[src/rtl/hex_scroll_ctrl_pkg.sv]
// ---------------------------------------------------------------------------
// hex_scroll_ctrl_pkg
// Shared definitions for the HEX scroll/blink sequencer:
//   - FSM state encoding (IDLE / SHOW / SCROLL)
//   - blank pattern for an active-low seven-segment digit
//   - the 16-entry active-low segment code table (bit 6 = g ... bit 0 = a)
// ---------------------------------------------------------------------------
package hex_scroll_ctrl_pkg;

    typedef logic [1:0] state_t;

    localparam state_t IDLE   = 2'd0;
    localparam state_t SHOW   = 2'd1;
    localparam state_t SCROLL = 2'd2;

    localparam logic [6:0] SEG_BLANK = 7'h7F;

    localparam logic [6:0] SEG_CODE [16] = '{
        7'h40, 7'h79, 7'h24, 7'h30,
        7'h19, 7'h12, 7'h02, 7'h78,
        7'h00, 7'h10, 7'h08, 7'h03,
        7'h46, 7'h21, 7'h06, 7'h0E
    };

endpackage

[src/rtl/hex_scroll_ctrl_if.sv]
// ---------------------------------------------------------------------------
// hex_scroll_ctrl_if
// Control and display bundle between the top-level control logic (master)
// and the scroll sequencer (slave).
//   load, load_data      : message capture pulse and message nibbles
//   run, dir, blink_en   : scroll enable, scroll direction, blink enable
//   clear                : return-to-idle pulse
//   seg_out              : active-low segment patterns, 7 bits per digit
//   wrap                 : one-cycle pulse when the window position wraps
// ---------------------------------------------------------------------------
interface hex_scroll_ctrl_if #(
    parameter int MSG_LEN    = 16,
    parameter int NUM_DIGITS = 6
);
    logic                    load;
    logic [4*MSG_LEN-1:0]    load_data;
    logic                    run;
    logic                    dir;
    logic                    blink_en;
    logic                    clear;
    logic [7*NUM_DIGITS-1:0] seg_out;
    logic                    wrap;

    modport master (
        output load, load_data, run, dir, blink_en, clear,
        input  seg_out, wrap
    );

    modport slave (
        input  load, load_data, run, dir, blink_en, clear,
        output seg_out, wrap
    );
endinterface

[src/rtl/hex_seg_decode.sv]
// ---------------------------------------------------------------------------
// hex_seg_decode
// Purely combinational nibble -> active-low seven-segment decoder.
//   nibble : 4-bit hex value
//   seg    : active-low segments, bit 6 = g ... bit 0 = a
// ---------------------------------------------------------------------------
module hex_seg_decode
    import hex_scroll_ctrl_pkg::*;
(
    input  logic [3:0] nibble,
    output logic [6:0] seg
);

    // Every 4-bit value has a table entry, so no fallback is needed.
    assign seg = SEG_CODE[nibble];

endmodule

[src/rtl/hex_scroll_ctrl.sv]
// ---------------------------------------------------------------------------
// hex_scroll_ctrl
// Scroll/blink sequencer for the six seven-segment displays HEX5..HEX0.
// Holds a nibble message, selects a sliding NUM_DIGITS-wide window into it,
// steps the window once per prescaled tick and drives registered,
// active-low segment patterns.
//   clk    : system clock
//   reset  : asynchronous, active-high reset
//   bus    : hex_scroll_ctrl_if.slave (load/load_data/run/dir/blink_en/clear
//            in, seg_out/wrap out)
// Timing: msg/pos/state update on the edge after the input cycle; seg_out
// follows one edge later.
// ---------------------------------------------------------------------------
module hex_scroll_ctrl
    import hex_scroll_ctrl_pkg::*;
#(
    parameter int TICK_DIV   = 25000000,
    parameter int MSG_LEN    = 16,
    parameter int NUM_DIGITS = 6
)(
    input  logic             clk,
    input  logic             reset,
    hex_scroll_ctrl_if.slave bus
);

    localparam int PW = (MSG_LEN > 1) ? $clog2(MSG_LEN) : 1;
    localparam int CW = $clog2(TICK_DIV);
    localparam int XW = PW + 4;

    localparam logic [CW-1:0] CNT_LAST = CW'(TICK_DIV - 1);
    localparam logic [PW-1:0] POS_LAST = PW'(MSG_LEN - 1);
    localparam logic [XW-1:0] LEN_X    = XW'(MSG_LEN);

    state_t                  state_r;
    state_t                  state_nxt_s;
    logic [4*MSG_LEN-1:0]    msg_r;
    logic [PW-1:0]           pos_r;
    logic [CW-1:0]           presc_r;
    logic                    blink_r;
    logic                    wrap_r;
    logic [7*NUM_DIGITS-1:0] seg_r;

    logic                    cnt_last_s;
    logic                    tick_s;
    logic                    step_s;
    logic                    presc_hold_s;
    logic                    blank_s;
    logic [PW-1:0]           pos_step_s;
    logic                    wrap_step_s;
    logic [7*NUM_DIGITS-1:0] window_s;
    logic [3:0]              msg_nib_s [MSG_LEN];

    // (base + offs) mod MSG_LEN by repeated compare-and-subtract; offs never
    // exceeds NUM_DIGITS-1, so NUM_DIGITS passes cover even MSG_LEN = 1.
    function automatic logic [PW-1:0] wrap_index(input logic [PW-1:0] base,
                                                 input int unsigned offs);
        logic [XW-1:0] v;
        v = {4'b0000, base} + XW'(offs);
        for (int k = 0; k < NUM_DIGITS; k++) begin
            if (v >= LEN_X) begin
                v = v - LEN_X;
            end else begin
                v = v;
            end
        end
        return v[PW-1:0];
    endfunction

    // FSM state register.
    always_ff @(posedge clk or posedge reset) begin
        if (reset) begin
            state_r <= IDLE;
        end else begin
            state_r <= state_nxt_s;
        end
    end

    // FSM next state: clear beats load beats run. IDLE can also be left with
    // run, so a cleared message can be shown again without reloading it.
    always_comb begin
        state_nxt_s = state_r;
        if (bus.clear) begin
            state_nxt_s = IDLE;
        end else if (bus.load) begin
            state_nxt_s = bus.run ? SCROLL : SHOW;
        end else begin
            case (state_r)
                IDLE:    state_nxt_s = bus.run ? SCROLL : IDLE;
                SHOW:    state_nxt_s = bus.run ? SCROLL : SHOW;
                SCROLL:  state_nxt_s = bus.run ? SCROLL : SHOW;
                default: state_nxt_s = IDLE;
            endcase
        end
    end

    assign cnt_last_s = (presc_r == CNT_LAST);

    // FSM outputs: tick qualification, step enable, prescaler hold, blanking.
    always_comb begin
        tick_s       = 1'b0;
        step_s       = 1'b0;
        presc_hold_s = 1'b1;
        blank_s      = 1'b1;
        case (state_r)
            IDLE: begin
                tick_s       = 1'b0;
                presc_hold_s = 1'b1;
                blank_s      = 1'b1;
            end
            SHOW: begin
                tick_s       = cnt_last_s;
                presc_hold_s = 1'b0;
                blank_s      = 1'b0;
            end
            SCROLL: begin
                tick_s       = cnt_last_s;
                step_s       = cnt_last_s & bus.run;
                // Leaving SCROLL restarts the tick period.
                presc_hold_s = ~bus.run;
                blank_s      = 1'b0;
            end
            default: begin
                tick_s       = 1'b0;
                presc_hold_s = 1'b1;
                blank_s      = 1'b1;
            end
        endcase
    end

    // Next window position for one step and whether that step wraps.
    always_comb begin
        pos_step_s  = pos_r;
        wrap_step_s = 1'b0;
        if (bus.dir == 1'b0) begin
            if (pos_r == POS_LAST) begin
                pos_step_s  = '0;
                wrap_step_s = 1'b1;
            end else begin
                pos_step_s  = pos_r + PW'(1);
                wrap_step_s = 1'b0;
            end
        end else begin
            if (pos_r == '0) begin
                pos_step_s  = POS_LAST;
                wrap_step_s = 1'b1;
            end else begin
                pos_step_s  = pos_r - PW'(1);
                wrap_step_s = 1'b0;
            end
        end
    end

    // Message, position, prescaler, blink phase and wrap pulse registers.
    always_ff @(posedge clk or posedge reset) begin
        if (reset) begin
            msg_r   <= '0;
            pos_r   <= '0;
            presc_r <= '0;
            blink_r <= 1'b0;
            wrap_r  <= 1'b0;
        end else if (bus.clear) begin
            // Message and position are kept across a clear.
            presc_r <= '0;
            blink_r <= 1'b0;
            wrap_r  <= 1'b0;
        end else if (bus.load) begin
            // A load coincident with a tick suppresses the step and wrap.
            msg_r   <= bus.load_data;
            pos_r   <= '0;
            presc_r <= '0;
            blink_r <= 1'b0;
            wrap_r  <= 1'b0;
        end else begin
            if (presc_hold_s || tick_s) begin
                presc_r <= '0;
            end else begin
                presc_r <= presc_r + CW'(1);
            end
            if (step_s) begin
                pos_r  <= pos_step_s;
                wrap_r <= wrap_step_s;
            end else begin
                wrap_r <= 1'b0;
            end
            if (!bus.blink_en) begin
                blink_r <= 1'b0;
            end else if (tick_s) begin
                blink_r <= ~blink_r;
            end else begin
                blink_r <= blink_r;
            end
        end
    end

    // HEX(NUM_DIGITS-1-j) shows message nibble (pos+j) mod MSG_LEN.
    for (genvar k = 0; k < MSG_LEN; k++) begin : g_nib
        assign msg_nib_s[k] = msg_r[4*k +: 4];
    end

    for (genvar i = 0; i < NUM_DIGITS; i++) begin : g_digit
        logic [PW-1:0] idx_s;
        logic [6:0]    code_s;

        assign idx_s = wrap_index(pos_r, NUM_DIGITS - 1 - i);

        hex_seg_decode u_dec (
            .nibble (msg_nib_s[idx_s]),
            .seg    (code_s)
        );

        assign window_s[7*i +: 7] = code_s;
    end

    // Registered segment outputs; blank in IDLE and during the blink phase.
    always_ff @(posedge clk or posedge reset) begin
        if (reset) begin
            seg_r <= {NUM_DIGITS{SEG_BLANK}};
        end else if (blank_s || blink_r) begin
            seg_r <= {NUM_DIGITS{SEG_BLANK}};
        end else begin
            seg_r <= window_s;
        end
    end

    assign bus.seg_out = seg_r;
    assign bus.wrap    = wrap_r;

endmodule

[src/flat_wrapper.sv]
// flat-port wrapper written by rule: the top's interface ports become plain ports
module hex_scroll_ctrl_flat import hex_scroll_ctrl_pkg::*;
#(
    parameter int TICK_DIV   = 25000000,
    parameter int MSG_LEN    = 16,
    parameter int NUM_DIGITS = 6
)
  (clk, reset, bus_load, bus_load_data, bus_run, bus_dir, bus_blink_en, bus_clear, bus_seg_out, bus_wrap);
  hex_scroll_ctrl_if #(.MSG_LEN(MSG_LEN), .NUM_DIGITS(NUM_DIGITS)) bus_i ();
  input  logic clk;
  input  logic reset;
  input wire logic [$bits(bus_i.load)-1:0] bus_load;
  input wire logic [$bits(bus_i.load_data)-1:0] bus_load_data;
  input wire logic [$bits(bus_i.run)-1:0] bus_run;
  input wire logic [$bits(bus_i.dir)-1:0] bus_dir;
  input wire logic [$bits(bus_i.blink_en)-1:0] bus_blink_en;
  input wire logic [$bits(bus_i.clear)-1:0] bus_clear;
  output wire logic [$bits(bus_i.seg_out)-1:0] bus_seg_out;
  output wire logic [$bits(bus_i.wrap)-1:0] bus_wrap;
  assign bus_i.load = bus_load;
  assign bus_i.load_data = bus_load_data;
  assign bus_i.run = bus_run;
  assign bus_i.dir = bus_dir;
  assign bus_i.blink_en = bus_blink_en;
  assign bus_i.clear = bus_clear;
  assign bus_seg_out = bus_i.seg_out;
  assign bus_wrap = bus_i.wrap;
  hex_scroll_ctrl #(.TICK_DIV(TICK_DIV), .MSG_LEN(MSG_LEN), .NUM_DIGITS(NUM_DIGITS)) u_core (.clk(clk), .reset(reset), .bus(bus_i));
endmodule
[config.mk]
export PLATFORM = sky130hd
export DESIGN_NAME = hex_scroll_ctrl_flat
export DESIGN_NICKNAME = d
export VERILOG_FILES = /design/src/rtl/hex_scroll_ctrl_pkg.sv /design/src/rtl/hex_scroll_ctrl_if.sv /design/src/rtl/hex_seg_decode.sv /design/src/rtl/hex_scroll_ctrl.sv /design/src/flat_wrapper.sv
export SDC_FILE = /design/constraint.sdc
export NUM_CORES = 1
export LEC_CHECK = 0
export ABC_AREA = 1
export CORE_ASPECT_RATIO = 0.8
export CORE_MARGIN = 5
export CORE_UTILIZATION = 60
export CTS_BUF_LIST = sky130_fd_sc_hd__clkbuf_16
export CTS_CLUSTER_SIZE = 25
export DETAILED_ROUTE_END_ITERATION = 6
export DONT_BUFFER_PORTS = 1
export PLACE_DENSITY = 0.76
export SLEW_MARGIN = 10
export SYNTH_ARGS = -nofsm -noshare
export SYNTH_HDL_FRONTEND = slang
export SYNTH_HIERARCHICAL = 1
export SYNTH_SLANG_ARGS = --single-unit
[constraint.sdc]
create_clock -name clk -period 5.2 [get_ports clk]
set_input_delay 0.78 -clock clk [delete_from_list [all_inputs] [get_ports clk]]
set_output_delay 0.78 -clock clk [all_outputs]
set_load 0.02 [all_outputs]
==> results.sh, run 1 <==
export IMPL_fillers=1425
export IMPL_met3_usage_pct=7.95
export IMPL_grt_use_met2_pct=37.7
export IMPL_grt_usage_pct=26.4
export IMPL_wl_per_cell_um=15.9
export IMPL_holdCritPathClass="input port to asynchronous set/reset pin"
export IMPL_cts_resized_gates=0
export IMPL_vias_per_cell=5.51
export IMPL_first_iter_violations=935
export IMPL_leakagePower_uw=0.00523
export IMPL_fmax_mhz=285
export IMPL_antenna_cells=0
export IMPL_rsz0062_at_grt="no"
export IMPL_antenna_found_initial=0
export IMPL_r2r_start="u_core/pos_r[1]"
export IMPL_muxShareOfSynthArea_pct=7.00
export IMPL_r2r_end="u_core/bus.seg_out[31]"
export IMPL_cts_made_buffers=17
export IMPL_dpl_hpwl_mm=18.6
export IMPL_tightestPinTransition_ns=0.913
export IMPL_clock_sinks=139
export IMPL_ir_drop_mv=0.268
export IMPL_critPathArrivalTime_ns=3.87
export IMPL_maxSlewHeadroom_pct=38.9
export IMPL_endpoint_kind="flop"
export IMPL_synth_cells=1378
export IMPL_synth_fa_ha_area_share_pct=7.22
export IMPL_syn_nets=1506
export IMPL_grt_busiest_layer="met1"
export IMPL_path_clk_slew_ns=0.06
export IMPL_hold_viol=0
export IMPL_drc=4
export IMPL_start_util_pct=60.4
export IMPL_grt_pass1_wl_mm=41.1
export IMPL_synth_xor_area_share_pct=1.75
export IMPL_grt_max_degree=90
export IMPL_ant_nets=0
export IMPL_final_common_cell="nand2_1"
export IMPL_fin_area_um2=10600
export IMPL_syn2layout_area_growth_pct=7.20
export IMPL_ys_seq_area_share_pct=35.8
export IMPL_clk_path_buf_depth=2
export IMPL_nets=1473
export IMPL_coreArea_um2=16300
export IMPL_insertion_delay_ns=0.43
export IMPL_overflow=0
export IMPL_dr_pass1_iters=7
export IMPL_maxCapViolCount=0
export IMPL_synthSimpleGateAreaFrac_pct=33.3
export IMPL_yosysUniqueCellTypes=37
export IMPL_r2r_slack_ns=1.69
export IMPL_status="complete, but fails checks"
export IMPL_num_rows=42
export IMPL_setup_viol=0
export IMPL_pin_count=114
export IMPL_cts_htree_levels=4
export IMPL_slew_violations=0
export IMPL_yosysWarningCount=6
export IMPL_synth_top_family_by_area="simple AND/OR/NAND/NOR gates"
export IMPL_place_congestion=0.960
export IMPL_io_buffers=0
export IMPL_placed_area_um2=9920
export IMPL_start_kind="flop"
export IMPL_r2r_cells=17
export IMPL_synth_seq_cells=139
export IMPL_violations="design-rule violations"
export IMPL_cts_root_buf="clkbuf_16"
export IMPL_critPathKind="flop to flop"
export IMPL_hold_buffers=0
export IMPL_synth_area_um2=9870
export IMPL_endpoint="u_core/bus.seg_out[31]"
export IMPL_finalCritPeriodShare_pct=67.4
export IMPL_syn_avg_cell_area_um2=7.16
export IMPL_grt_pass1_vias=7873
export IMPL_drt_wl_total_mm=25.1
export IMPL_die_area_um2=19100
export IMPL_setup_worst_path_start="u_core/pos_r[1]"
export IMPL_die_height_um=125
export IMPL_drive_above_1_share_pct=14.2
export IMPL_cts_tree="built"
export IMPL_synth_compound_area_share_pct=6.35
export IMPL_met1_usage_pct=38.8
export IMPL_most_common_layout_cells="481 x nand2_1, 180 x nand3_1, 133 x inv_1"
export IMPL_crit_required_ns=5.56
export IMPL_finalCriticalPeriod_ns=3.51
export IMPL_post_cts_setup_buffers=0
export IMPL_routed_via_count=8699
export IMPL_crit_path_max_fanout=37
export IMPL_fin_tns_setup_ns=0
export IMPL_die_w_um=153
export IMPL_p_per_area_nw_per_um2=544
export IMPL_finClkSkew_ns=0.00979
-- synth_stat cells --
master,instances,area share (%)
nand2_1,482,18
nand3_1,180,9.1
inv_1,134,5.1
dfrtp_1,97,25
nor2_1,67,2.5
o21ai_0,62,3.1
ha_1,57,7.2
mux2_2,56,6.4
dfstp_2,42,11
or2_2,30,1.9
buf_2,25,1.3
clkbuf_1,23,0.87
a21oi_1,18,0.91
o21ai_1,18,0.91
xor2_1,11,0.98
inv_2,10,0.38
nand4_1,8,0.51
buf_1,6,0.23
buf_6,6,0.68
mux2i_1,6,0.61
o21ai_2,6,0.53
nor3_1,5,0.25
xnor2_1,5,0.44
o21a_1,4,0.30
a211oi_1,3,0.23
and2_0,2,0.13
and2_1,2,0.13
and3_1,2,0.13
nor2_2,2,0.13
xor2_2,2,0.33
a21o_1,1,0.076
clkbuf_2,1,0.051
nand3_2,1,0.10
nand3b_1,1,0.076
o211ai_1,1,0.076
o21bai_1,1,0.076
o32ai_1,1,0.089
-- power breakdown --
group | total [µW] | internal [µW] | switching [µW]
combinational | 2720 | 869 | 1850
sequential | 1670 | 1390 | 282
clock | 1370 | 863 | 507
total | 5760 | 3120 | 2640
-- critical path, stage by stage, from the launching register on --
cell and delay (ns):
dfrtp_1 0.33, buf_4 0.34, inv_1 0.11, ha_1 0.28, buf_4 0.24, inv_1 0.69, nand2_1 0.22, nand3_1 0.11
o21ai_0 0.12, nand2_1 0.10, nand2_1 0.25, inv_1 0.23, nand2_1 0.08, nand2_1 0.07, nand2_1 0.05, nand2_1 0.08
inv_1 0.04, nand2_1 0.05
-- registers in the layout, indices dropped and copies added (netlist names) --
name / count
u_core/pos_r: 4
u_core/blink_r: 1
u_core/bus.seg_out: 42
u_core/presc_r: 25
u_core/msg_r: 64
u_core/bus.wrap: 1
u_core/state_r: 2
-- metrics by stage --
stage                     power (µW)  utilization, %  hold slack (ns)  setup WS (ns)  std cells
after floorplan                 3840               -            0.432          0.765       1378
final                           5760            64.8            0.372           1.69       1578
after detailed placement        4360            60.7            0.452           1.85       1546
after global routing            6260            64.8            0.406           1.38       1578
after CTS                       5750            64.8            0.391           1.82       1578
after global placement          4320            60.7            0.454           1.88       1546
-- area by class of cell --
| class | instances | area, µm² | share of cell area (%) |
|---|---|---|---|
| inverters | 144 | 546 | 5.15 |
| clock inverters | 15 | 238 | 2.25 |
| multi-input cells | 1034 | 5500 | 52.0 |
| clock buffers | 17 | 425 | 4.02 |
| flip-flops and latches | 139 | 3530 | 33.4 |
| well taps | 220 | 275 | 2.60 |
| repair buffers | 9 | 67.6 | 0.638 |
-- kinds of logic after synthesis --
logic type / after synthesis
DFF: 139
AOI/OAI and AO/OA: 115
and+or+nand+nor: 782
buffers and inverters: 205
adders and majority gates: 57
xor gates and xnor gates: 18
muxes: 62
-- worst min path at each step --
stage	start	end	depth (start not counted)
2_1_floorplan	u_core/presc_r[0]	u_core/presc_r[0]	1
4_1_cts	reset	u_core/presc_r[6]	1
3_3_place_gp	u_core/presc_r[0]	u_core/presc_r[0]	1
3_5_place_dp	u_core/presc_r[0]	u_core/presc_r[0]	1
5_1_grt	bus_run	u_core/state_r[0]	1
6_report	reset	u_core/presc_r[15]	1
-- layer usage --
| layer | routed length [µm] | vias to the layer above |
|---|---|---|
| met2 | 10700 | 365 |
| met4 | 538 | 0 |
| li1 | - | 4301 |
| met3 | 2350 | 43 |
| met5 | 0 | - |
| met1 | 11500 | 3990 |
(Power assumes the default switching activity.)
==> inputs of run 2 (changes only) <==
--- a/config.mk
+++ b/config.mk
@@ -8,12 +8,12 @@
 export ABC_AREA = 1
 export CORE_ASPECT_RATIO = 0.8
 export CORE_MARGIN = 5
-export CORE_UTILIZATION = 60
+export CORE_UTILIZATION = 59
 export CTS_BUF_LIST = sky130_fd_sc_hd__clkbuf_16
 export CTS_CLUSTER_SIZE = 25
 export DETAILED_ROUTE_END_ITERATION = 6
 export DONT_BUFFER_PORTS = 1
-export PLACE_DENSITY = 0.76
+export PLACE_DENSITY = 0.78
 export SLEW_MARGIN = 10
 export SYNTH_ARGS = -nofsm -noshare
 export SYNTH_HDL_FRONTEND = slang
==> constraint.sdc (replaced) <==
create_clock -name clk -period 2.8 [get_ports clk]
set_input_delay 0.42 -clock clk [delete_from_list [all_inputs] [get_ports clk]]
set_output_delay 0.42 -clock clk [all_outputs]
set_load 0.02 [all_outputs]
==> run 2 against run 1 <==
  * Wire length grew 2.5%
  * Combinational power is 97% higher
  * Via count increased by 2.7%
  * Setup slack worse by 1.5 ns
  * The flow still finishes with violations (design-rule violations)
  * Core utilization up 0.60 points
  * Critical path depth is 2 lower
  * Critical path type unchanged
  * Highest routed layer unchanged
  * Global-route usage is 0.31 points higher
  * Sequential power rose by 87%
  * Non-clock buffer count grew 29
  * Design area is 1.9% higher
  * Cell count is 1.7% higher
==> results.sh, run 2 (synthesized netlist as in run 1, its figures left out) <==
export IMPL_r2r_slack_ns=0.19
export IMPL_pin_count=114
export IMPL_fmax_mhz=384
export IMPL_cts_made_buffers=17
export IMPL_first_iter_violations=911
export IMPL_finalCriticalPeriod_ns=2.61
export IMPL_insertion_delay_ns=0.42
export IMPL_wl_per_cell_um=16.0
export IMPL_critPathArrivalTime_ns=2.96
export IMPL_dr_pass1_iters=7
export IMPL_grt_max_degree=69
export IMPL_die_w_um=155
export IMPL_cts_root_buf="clkbuf_16"
export IMPL_status="complete, but fails checks"
export IMPL_final_util_pct=65.4
export IMPL_grt_pass1_vias=8078
export IMPL_fin_area_um2=10800
export IMPL_fin_tns_setup_ns=0
export IMPL_hold_buffers=0
export IMPL_vias_per_cell=5.57
export IMPL_antenna_found_initial=0
export IMPL_r2r_start="u_core/pos_r[0]"
export IMPL_cts_htree_levels=4
export IMPL_maxSlewHeadroom_pct=42.2
export IMPL_cts_tree="built"
export IMPL_crit_required_ns=3.16
export IMPL_tightestPinTransition_ns=0.865
export IMPL_start_kind="flop"
export IMPL_path_clk_slew_ns=0.06
export IMPL_drt_wl_total_mm=25.7
export IMPL_io_buffers=0
export IMPL_drive_above_1_share_pct=16.0
export IMPL_top_register="u_core/msg_r"
export IMPL_holdCritPathClass="input port to asynchronous set/reset pin"
export IMPL_crit_path_max_fanout=15
export IMPL_clk_path_buf_depth=2
export IMPL_violations="design-rule violations"
export IMPL_setup_worst_path_start="u_core/pos_r[0]"
export IMPL_place_congestion=1.03
export IMPL_start_util_pct=59.8
export IMPL_grt_pass1_wl_mm=42.0
export IMPL_r2r_cells=15
export IMPL_clock_sinks=139
export IMPL_coreArea_um2=16500
export IMPL_routed_via_count=8937
export IMPL_largest_reg_flops=64
export IMPL_ant_nets=0
export IMPL_holdWs_ns=0.0324
export IMPL_syn2layout_area_growth_pct=9.24
export IMPL_drc=3
export IMPL_critPathKind="flop to flop"
export IMPL_die_height_um=126
export IMPL_die_area_um2=19400
export IMPL_p_per_area_nw_per_um2=995
export IMPL_ir_drop_mv=0.522
export IMPL_maxCapViolCount=0
export IMPL_num_rows=42
export IMPL_dpl_hpwl_mm=19.7
export IMPL_overflow=0
export IMPL_grt_usage_pct=26.7
export IMPL_finClkSkew_ns=0.0113
export IMPL_finalCritPeriodShare_pct=93.0
export IMPL_rsz0062_at_grt="no"
export IMPL_r2r_end="u_core/bus.seg_out[31]"
export IMPL_setup_viol=0
export IMPL_antenna_cells=0
export IMPL_placed_area_um2=10200
export IMPL_slew_violations=0
export IMPL_fillers=1493
export IMPL_fin_ws_ns=0.195
export IMPL_endpoint_kind="flop"
export IMPL_most_common_layout_cells="480 x nand2_1, 180 x nand3_1, 134 x inv_1"
export IMPL_dp_slack_ns=0.233
export IMPL_nets=1502
export IMPL_leakagePower_uw=0.00535
export IMPL_hold_viol=0
export IMPL_final_common_cell="nand2_1"
run 2: cell count changes in the layout (fill, tap and decap cells not counted), moves of 2 or more:
| cell | before | now |
|---|---|---|
| buf_4 | 9 | 33 |
| buf_12 | 0 | 5 |
| clkinv_2 | 0 | 3 |
| clkinvlp_4 | 0 | 3 |
| inv_6 | 4 | 1 |
| bufinv_16 | 5 | 3 |
| clkinv_4 | 4 | 2 |
| inv_8 | 2 | 0 |
run 2: how the worst max path moves through the flow:
stage,cells after the start,slack [ns],to
4_1_cts,16,0.19,u_core/bus.seg_out[31]
6_report,15,0.19,u_core/bus.seg_out[31]
5_1_grt,16,0.006,u_core/bus.seg_out[0]
2_1_floorplan,19,0.002,u_core/bus.seg_out[31]
3_3_place_gp,15,0.27,u_core/bus.seg_out[29]
3_5_place_dp,15,0.23,u_core/bus.seg_out[29]
run 2: metal layers:
layer  wire length, µm  vias to the layer above  GRT usage (%)
li1                  -                     4364              -
met1             12100                     4127           38.9
met2             10600                      393           38.2
met3              2240                       53           7.48
met4               752                        0           8.93
met5                 0                        -              0
run 2: where the power goes:
part,total (µW),switching (µW),internal [µW],leakage (µW)
Clock,2240,857,1380,0.000284
Sequential,3120,537,2590,0.00164
Combinational,5370,3520,1850,0.00343
Total,10700,4920,5820,0.00535
run 2: per-stage QoR:
| stage | instances | total power, µW |
|---|---|---|
| floorplan | 1378 | 7130 |
| global placement | 1575 | 8290 |
| detailed placement | 1575 | 8400 |
| CTS | 1605 | 10700 |
| global route | 1605 | 11600 |
| finish | 1605 | 10700 |
run 2: layout make-up:
cell class | instances | area, µm² | share of cell area [%]
clock buffer | 17 | 425 | 3.94
clock inverter | 13 | 154 | 1.43
inverter | 144 | 544 | 5.05
multi-input combinational | 1034 | 5510 | 51.1
sequential | 139 | 3530 | 32.7
tap | 220 | 275 | 2.55
timing repair buffer | 38 | 348 | 3.23
run 2: critical path, stage by stage, from the launching register on:
cell and delay, ns:
dfrtp_2 0.40, inv_2 0.07, buf_4 0.18, o21ai_0 0.44, nand2_1 0.24, nand3_1 0.15, o21ai_0 0.10, nand2_1 0.07
nand2_1 0.14, inv_1 0.18, ha_1 0.27, nand2_1 0.06, nand3_1 0.08, nand2_1 0.07, inv_1 0.03, nand2_1 0.05
run 2: what timing repair did:
action                                  CTS  global route
buffers inserted                          0             0
endpoints found under the setup margin    0             7
gates resized for setup                   0             2
==> inputs of run 3 (changes only) <==
--- a/config.mk
+++ b/config.mk
@@ -14,6 +14,7 @@
 export DETAILED_ROUTE_END_ITERATION = 6
 export DONT_BUFFER_PORTS = 1
 export PLACE_DENSITY = 0.78
+export SETUP_SLACK_MARGIN = 0.05
 export SLEW_MARGIN = 10
 export SYNTH_ARGS = -nofsm -noshare
 export SYNTH_HDL_FRONTEND = slang
==> run 3 against run 2 <==
  * The run still ends with design-rule violations left
  * Maximum frequency grew 1.4%
  * Wire length decreased by 1.4%
  * Design area fell by 0.16%
  * Cell count increased by 0.37%
  * Via count fell by 1.1%
  * Combinational power rose by 0.9%
  * Setup slack better by 0.037 ns
  * Sequential cell count unchanged
  * Die area unchanged
  * Core utilization shrank 0.11 points
  * Critical endpoint is now u_core/bus.seg_out[19]
  * Largest cell class unchanged
  * Highest routed layer unchanged
==> results.sh, run 3 (synthesized netlist as in run 1, its figures left out) <==
export IMPL_status="complete, but fails checks"
export IMPL_violations="design-rule violations"
export IMPL_fin_tns_setup_ns=0
export IMPL_finalCritPeriodShare_pct=91.7
export IMPL_cts_htree_levels=4
export IMPL_finalCriticalPeriod_ns=2.57
export IMPL_num_rows=42
export IMPL_tightestPinTransition_ns=0.926
export IMPL_leakagePower_uw=0.00534
export IMPL_die_area_um2=19400
export IMPL_path_clk_slew_ns=0.06
export IMPL_clk_path_buf_depth=2
export IMPL_pin_count=114
export IMPL_fin_area_um2=10800
export IMPL_fillers=1459
export IMPL_ant_nets=0
export IMPL_place_congestion=0.998
export IMPL_drive_above_1_share_pct=16.9
export IMPL_cts_made_buffers=17
export IMPL_maxCapViolCount=0
export IMPL_routed_via_count=8838
export IMPL_fin_ws_ns=0.232
export IMPL_overflow=0
export IMPL_dp_slack_ns=0.209
export IMPL_critPathArrivalTime_ns=2.90
export IMPL_coreArea_um2=16500
export IMPL_vias_per_cell=5.49
export IMPL_drt_wl_total_mm=25.4
export IMPL_p_total_uw=10500
export IMPL_multi_input_area_um2=5520
export IMPL_drc=13
export IMPL_r2r_start="u_core/pos_r[2]"
export IMPL_dpl_hpwl_mm=19.4
export IMPL_io_buffers=0
export IMPL_holdCritPathClass="input port to asynchronous set/reset pin"
export IMPL_grt_pass1_vias=8145
export IMPL_grt_max_degree=63
export IMPL_antenna_cells=0
export IMPL_fmax_mhz=389
export IMPL_crit_path_max_fanout=24
export IMPL_largest_reg_flops=64
export IMPL_ff_latch_area_um2=3530
export IMPL_ir_drop_mv=0.514
export IMPL_finClkSkew_ns=0.0140
export IMPL_grt_pass1_wl_mm=41.8
export IMPL_cts_root_buf="clkbuf_16"
export IMPL_top_register="u_core/msg_r"
export IMPL_final_common_cell="nand2_1"
export IMPL_start_kind="flop"
export IMPL_start_util_pct=59.8
export IMPL_cts_tree="built"
export IMPL_antenna_found_initial=0
export IMPL_p_per_area_nw_per_um2=980
export IMPL_most_common_layout_cells="479 x nand2_1, 180 x nand3_1, 128 x inv_1"
export IMPL_syn2layout_area_growth_pct=9.06
export IMPL_rsz0062_at_grt="yes"
export IMPL_insertion_delay_ns=0.42
export IMPL_first_iter_violations=991
export IMPL_wl_per_cell_um=15.7
export IMPL_critPathKind="flop to flop"
export IMPL_crit_required_ns=3.13
export IMPL_setup_viol=0
export IMPL_die_height_um=126
export IMPL_endpoint_kind="flop"
export IMPL_maxSlewHeadroom_pct=38.2
export IMPL_hold_buffers=0
export IMPL_hold_viol=0
export IMPL_nets=1506
export IMPL_placed_area_um2=10200
export IMPL_clock_sinks=139
export IMPL_grt_usage_pct=26.4
export IMPL_slew_violations=0
export IMPL_die_w_um=155
export IMPL_dr_pass1_iters=7
export IMPL_setup_worst_path_start="u_core/pos_r[2]"
run 3: metrics by stage:
| step | std cells | hold slack [ns] | utilization [%] |
|---|---|---|---|
| finish | 1611 | 0.0564 | 65.3 |
| global route | 1611 | 0.0420 | 65.3 |
| CTS | 1605 | 0.0450 | 64.8 |
| detailed placement | 1573 | 0.459 | 61.6 |
| global placement | 1573 | 0.453 | 61.6 |
| floorplan | 1378 | 0.432 | - |
run 3: cell type report:
class	count	area share (%)
clock buffer	17	3.95
clock inverter	15	0.930
timing repair buffer	42	3.42
multi-input combinational	1034	51.2
sequential	139	32.8
tap	220	2.56
inverter	144	5.11
run 3: timing repair:
action                                  CTS  global route
endpoints found under the setup margin    0            35
gates resized for setup                   0            18
setup buffers                             0             6
run 3: report_power, final:
group	internal [µW]	switching [µW]	leakage [µW]
clock network	1130	892	0.000263
logic	1870	3550	0.00344
registers	2590	522	0.00164
run 3: metal layers:
| layer | vias to the layer above | track usage [%] | part of all wire (%) |
|---|---|---|---|
| met3 | 42 | 7.58 | 9.3 |
| li1 | 4364 | - | - |
| met1 | 4068 | 39.0 | 47 |
| met5 | - | 0 | 0 |
| met2 | 364 | 37.8 | 41 |
| met4 | 0 | 7.53 | 2.3 |
run 3: worst paths after layout:
path | end | slack (ns) | cells after the start
worst max-delay path | u_core/bus.seg_out[19] | 0.23 | 16
worst min-delay path | u_core/presc_r[0] | 0.06 | 1
worst max register to register | u_core/bus.seg_out[19] | 0.23 | 16
worst min register to register | u_core/presc_r[0] | 0.48 | 1
max in group asynchronous | u_core/bus.seg_out[16] | 1.92 | 2
min in group clk | u_core/state_r[0] | 0.06 | 1
run 3: critical path, stage by stage, from the launching register on:
cell,delay (ns)
dfrtp_1,0.33
buf_4,0.30
ha_1,0.27
inv_1,0.07
nand2_1,0.08
xor2_1,0.30
inv_1,0.17
nand2_1,0.10
nand2_1,0.08
buf_4,0.16
ha_1,0.20
nand2_1,0.12
o21ai_1,0.08
nand2_1,0.07
nand2_1,0.05
inv_1,0.05
nand2_1,0.05
